===== src/rtl/signal_debounce.sv =====
`default_nettype none
// ============================================================================
//  Module      : signal_debounce
//  Description : Two-flop synchronizer followed by an IDLE/CHECK debounce FSM.
//                dout follows din once a changed level has been observed on
//                the synchronized input for DEBOUNCE_CYCLES consecutive
//                cycles. Shorter mismatch runs are rejected and, when the
//                DEBOUNCE_GLITCH_CNT_EN macro is defined, counted in a
//                saturating 8-bit glitch counter (tied to zero otherwise).
//  Revision    : 1.0 - initial release
// ============================================================================
module signal_debounce #(
    parameter int DEBOUNCE_CYCLES = 16,
    parameter int CNT_W           = 16
) (
    input  logic       clk,
    input  logic       rst,
    input  logic       din,
    output logic       dout,
    output logic       stable,
    output logic [7:0] glitch_cnt
);

    typedef enum logic [0:0] {
        S_IDLE  = 1'b0,
        S_CHECK = 1'b1
    } state_t;

    // r_cnt holds how many consecutive mismatch cycles have already been
    // observed. The edge that sees the DEBOUNCE_CYCLES-th mismatch commits
    // the new level, so the commit happens when r_cnt has reached N-1.
    localparam logic [CNT_W-1:0] c_cnt_last = CNT_W'(DEBOUNCE_CYCLES - 1);
    localparam logic [CNT_W-1:0] c_cnt_one  = CNT_W'(1);

    logic             r_sync1;
    logic             r_sync2;
    logic             r_dout;
    logic [CNT_W-1:0] r_cnt;
    state_t           r_state;

    // Synchronizer chain and debounce state machine
    always_ff @(posedge clk) begin
        if (rst) begin
            r_sync1 <= 1'b0;
            r_sync2 <= 1'b0;
            r_dout  <= 1'b0;
            r_cnt   <= '0;
            r_state <= S_IDLE;
        end else begin
            r_sync1 <= din;
            r_sync2 <= r_sync1;
            case (r_state)
                S_IDLE: begin
                    if (r_sync2 != r_dout) begin
                        r_cnt   <= c_cnt_one;
                        r_state <= S_CHECK;
                    end else begin
                        r_cnt   <= '0;
                    end
                end
                S_CHECK: begin
                    if (r_sync2 == r_dout) begin
                        // Input bounced back before qualifying
                        r_cnt   <= '0;
                        r_state <= S_IDLE;
                    end else if (r_cnt >= c_cnt_last) begin
                        r_dout  <= r_sync2;
                        r_cnt   <= '0;
                        r_state <= S_IDLE;
                    end else begin
                        r_cnt   <= r_cnt + c_cnt_one;
                    end
                end
                default: begin
                    r_cnt   <= '0;
                    r_state <= S_IDLE;
                end
            endcase
        end
    end

`ifdef DEBOUNCE_GLITCH_CNT_EN
    logic       w_glitch;
    logic [7:0] r_glitch_cnt;

    assign w_glitch = (r_state == S_CHECK) && (r_sync2 == r_dout);

    // Saturating count of rejected candidate changes
    always_ff @(posedge clk) begin
        if (rst) begin
            r_glitch_cnt <= 8'd0;
        end else if (w_glitch && (r_glitch_cnt != 8'hFF)) begin
            r_glitch_cnt <= r_glitch_cnt + 8'd1;
        end
    end

    assign glitch_cnt = r_glitch_cnt;
`else
    assign glitch_cnt = 8'd0;
`endif

    assign dout   = r_dout;
    assign stable = (r_state == S_IDLE);

endmodule
`default_nettype wire


===== config.mk =====
export PLATFORM = sky130hd
export DESIGN_NAME = signal_debounce
export DESIGN_NICKNAME = d
export VERILOG_FILES = /design/src/rtl/signal_debounce.sv
export SDC_FILE = /design/constraint.sdc
export NUM_CORES = 1
export LEC_CHECK = 0
export BUFFER_PORTS_ARGS = -buffer_cell sky130_fd_sc_hd__buf_2
export CORE_MARGIN = 5
export CORE_UTILIZATION = 50
export CTS_CLUSTER_DIAMETER = 200
export DETAILED_ROUTE_END_ITERATION = 8
export GPL_TIMING_DRIVEN = 0
export PLACE_DENSITY = 0.73
export SYNTH_ARGS = -nofsm -noshare
export SYNTH_HDL_FRONTEND = slang
export SYNTH_SLANG_ARGS = --single-unit

===== constraint.sdc =====
create_clock -name clk -period 1.6 [get_ports clk]
set_input_delay 0 -clock clk [delete_from_list [all_inputs] [get_ports clk]]
set_output_delay 0 -clock clk [all_outputs]
set_load 0.01 [all_outputs]

==> Yosys cells after proc, flatten, opt, wreduce, memory -nomap -nowiden <==
Cells that the tools add are included.
{ "op_classes": {"n_addsub": 1, "n_lt_le_gt_ge": 1, "n_eq_ne": 2, "muxes": 8, "bitwise_logic": 2, "reduce_logical": 1} }
{ "ops": {"columns": ["op", "count"], "rows": [
  ["two-way mux 16 bit", 2],
  ["one-hot mux 16 bit (2 select lines)", 1],
  ["adder 16 x 1 -> 16 bit, second input constant", 1],
  ["greater-or-equal comparator 16 x 4 -> 1 bit, second input constant", 1],
  ["two-way mux 1 bit", 4],
  ["AND reduction 3 bit", 1],
  ["inverter 1 bit", 2],
  ["one-hot mux 1 bit (2 select lines)", 1],
  ["== test 1 bit", 1],
  ["inequality test 1 bit", 1]
]} }
{ "totals": {"regBits": 20, "out_inout_bits": 10} }

==> Logic depth before layout (Yosys ltp) <==
{ "logic_depth": {"ltp_word": 4, "ltp_mapped": 4} }

==> Worst setup path after synthesis <==
OpenSTA, ideal clock, no wires.
{ "synth_path": {"path_type": "reg2reg", "startpoint": "register r_cnt[0]", "endpoint": "register r_dout, in the netlist dout", "t_arrival_ps": 1085, "required_ps": 1528, "setup_slack_ps": 443, "stages_incl_launch_ff": 5, "path_buffers": 0, "cell_sequence": "dfxtp_1 -> ha_1 -> nand3_1 -> a41oi_2 -> mux2i_1"} }
{ "synth_between": {"elab_chain_len": 2} }
{ "synth_rtl": {"columns": ["item", "line", "rtl"], "rows": [
  ["start: declaration", "38", "logic [CNT_W-1:0] r_cnt;"],
  ["start signal: assignment", "55", "r_cnt <= c_cnt_one;"],
  ["start signal: assignment", "71", "r_cnt <= r_cnt + c_cnt_one;"],
  ["greater-or-equal comparator 16 x 4 -> 1 bit", "66", "end else if (r_cnt >= c_cnt_last) begin"],
  ["AND reduction 3 bit (no source line)", null, null],
  ["end signal: assignment", "67", "r_dout <= r_sync2;"],
  ["end: declaration", "37", "logic r_dout;"]
]} }
Every way passes these cells.
A chain may end at the register's enable or synchronous reset.

==> Worst setup path in the final report <==
Ends and elaborated chain as after synthesis.

==> results by group <==
STA
  – Final-report hold violation count: 0
  – Fin crit share: 82.0%
  – Slew Limit Fails: 0
  – Clock skew: 0.00531 ns
  – Setup Viol. Count Final: 0
  – Worst setup margin: 0.288 ns
  – Fin crit period: 1.31 ns
  – Fmax: 0.762 GHz
  – Setup TNS: 0 ns
  – RSZ-0062 raised after global routing: false

CTS
  – Hold_buf cts: 2
  – Clk pin slew, worst setup/hold paths: 0.10 ns
  – Post-cts sizing count: 0
  – CTS H-tree lvls: 1
  – Post-CTS setup buffer count: 0
  – Worst skew pair latency: 0.29 ns
  – Root buffer cell: clkbuf_4
  – CTS buffer count: 3
  – Max clock buf depth: 2
  – Sink Count: 20
  – CTS tree: built

Logic synthesis
  – Sequential share of the synthesized area: 58.3%
  – Largest area contributor in the netlist: dfxtp_1
  – Adder-cell share of the synthesized area: 1.82%
  – Synth Cell Area: 687 um^2
  – Post-synthesis mux area share: 1.46%
  – Yosys warns: 0
  – Top cells by area, synth: dfxtp_1, nor4_4, buf_4
  – Flops & latches, synth: 20
  – Syn_area_per_cell: 12.7 um^2
  – Largest family of logic cells by synthesized area: simple AND/OR/NAND/NOR gates
  – Unique masters post-synth: 18
  – Compound-Gate Fraction of Synth Area: 4.19%
  – Simple-Gate Fraction of Synth Area: 20.0%
  – Post-synthesis xor/xnor area fraction: 3.83%
  – Share of the synthesized area in the top cell type: 58.3%
  – Syn Inst Count: 54

Setup path
  – Worst Setup Start Kind: register
  – Flop-to-flop setup slack: 0.29 ns
  – Critical Path RT: 1.82 ns
  – Crit end category: register
  – Register-to-Register Path Depth: 4
  – Crit path DAT: 1.53 ns
  – CP max FO: 3
  – Crit Reg-Reg Startpoint: r_cnt[0]
  – FF-to-FF End: dout
  – Kind of critical path: register to register

Cells and area
  – N_diodes: 0
  – Commonest cells after routing, fill and taps aside: conb_1, dfxtp_1, buf_4
  – Share of layout cells above drive strength 1: 25.3%
  – Area Growth Syn to Fin: 26.6%
  – Layout Nets: 88
  – Post-layout instance area: 870 um^2

Route
  – Via count: 397
  – First-pass detailed-route iteration total: 3
  – WL final: 957 um
  – Post-DRT Antenna Nets: 0
  – Metal3 WL: 77 um
  – DR top layer: met4
  – DR iter-0 viols: 5
  – DRC viols: 0
  – Met2 wire length: 535 um
  – Vias per inst: 4.05
  – Routed WL per cell: 9.77 um
  – Post-Route M1 WL: 326 um

Global route
  – Initial antenna violation count: 0
  – GR Overflow Total: 0
  – Largest net degree at the start of global routing: 13
  – Total Routing Usage GR: 12.1%
  – Vias in the first global route: 437
  – First-pass GRT wire length: 1700 um

Placement
  – Dpl ws: 0.313 ns
  – Buffers on Ports: 4
  – Placer Congestion: 0.650
  – Placement Cell Area: 797 um^2

Floorplanning
  – Die area: 2220 um^2
  – Die Span Y: 47.1 um
  – Ports: 13
  – Row count: 13
  – Initial core utilization: 52.8%
  – Core area: 1300 um^2
  – DIE WIDTH: 47.1 um

Min path
  – Hold path cells: 1
  – Worst-case hold path end point: r_sync2
  – Hold crit path type: register to register
  – Worst hold path startpoint: r_sync1

Power
  – Peak supply drop: 0.771 mV
  – Pleak: 0.000379 uW
  – Cell Pwr Density: 1130 nW/um^2

Status
  – Status: finished, final reports clean

Run
  – Max_cap viols: 0
power breakdown:
group	leakage, uW	total [uW]	switching [uW]	internal (uW)
sequential	0.000166	534	15.6	518
combinational	0.000184	49.9	22.7	27.1
clock	0.0000279	397	144	253
total	0.000379	980	182	798
synth_stat cells:
cell and number:
inv_1 2, nor2_1 1, a211oi_2 1, nor4_4 3, buf_4 8, nand3b_1 1, a41oi_2 1, mux2i_1 1
conb_1 1, nand3_1 2, nor3_1 3, dfxtp_1 20, nand4_1 1, xnor2_1 1, nand2b_1 3, nor2b_1 2
xor2_1 2, ha_1 1
worst max path at each step:
stage | start | endpoint | slack [ns] | cells after the start
floorplan | r_cnt[0] | dout | 0.44 | 4
global placement | r_cnt[0] | dout | 0.31 | 4
detailed placement | r_cnt[0] | dout | 0.31 | 4
CTS | r_cnt[0] | dout | 0.25 | 4
global route | r_cnt[0] | dout | 0.17 | 4
finish | r_cnt[0] | dout | 0.29 | 4
state kept, by name, summed over array words and instances (netlist names):
signal	count
r_cnt	16
dout	1
r_state	1
r_sync1	1
r_sync2	1
per-layer routing:
metal	global-route usage, %	vias up
li1	-	210
met1	9.65	175
met2	23.3	10
met3	2.30	2
met4	11.6	0
met5	0	-
cell families (layout without fill, tap and decap cells):
| group | Yosys count | count (layout) |
|---|---|---|
| compound gates | 2 | 2 |
| xor+xnor | 3 | 3 |
| fa+ha+maj | 1 | 1 |
| buf+inv | 10 | 20 |
| flops | 20 | 20 |
| mux | 1 | 1 |
| other cells | 1 | 20 |
| simple gates | 16 | 16 |
through the flow:
step                total power (uW)  utilization, %  instances  hold WS, ns
floorplan                        581               -         73       0.0716
global placement                 588            61.3         92        0.215
detailed placement               590            61.3         92        0.226
CTS                              992            66.8         98        0.440
global route                    1030            66.8         98        0.473
finish                           980            66.8         98        0.456
cell type report:
class	count	area, um^2
clock buffer	3	22.5
clock inverter	1	30.0
buffer	8	60.1
inverter	2	7.51
tap	15	18.8
fill	112	432
timing repair buffer	6	40.0
sequential	20	400
multi-input combinational	43	290
critical path, cell delays in order (launching register included):
cell and delay (ns):
dfxtp_1 0.38, ha_1 0.20, nand3_1 0.13, a41oi_2 0.31, mux2i_1 0.23
Power figures use the tool's default switching activity.
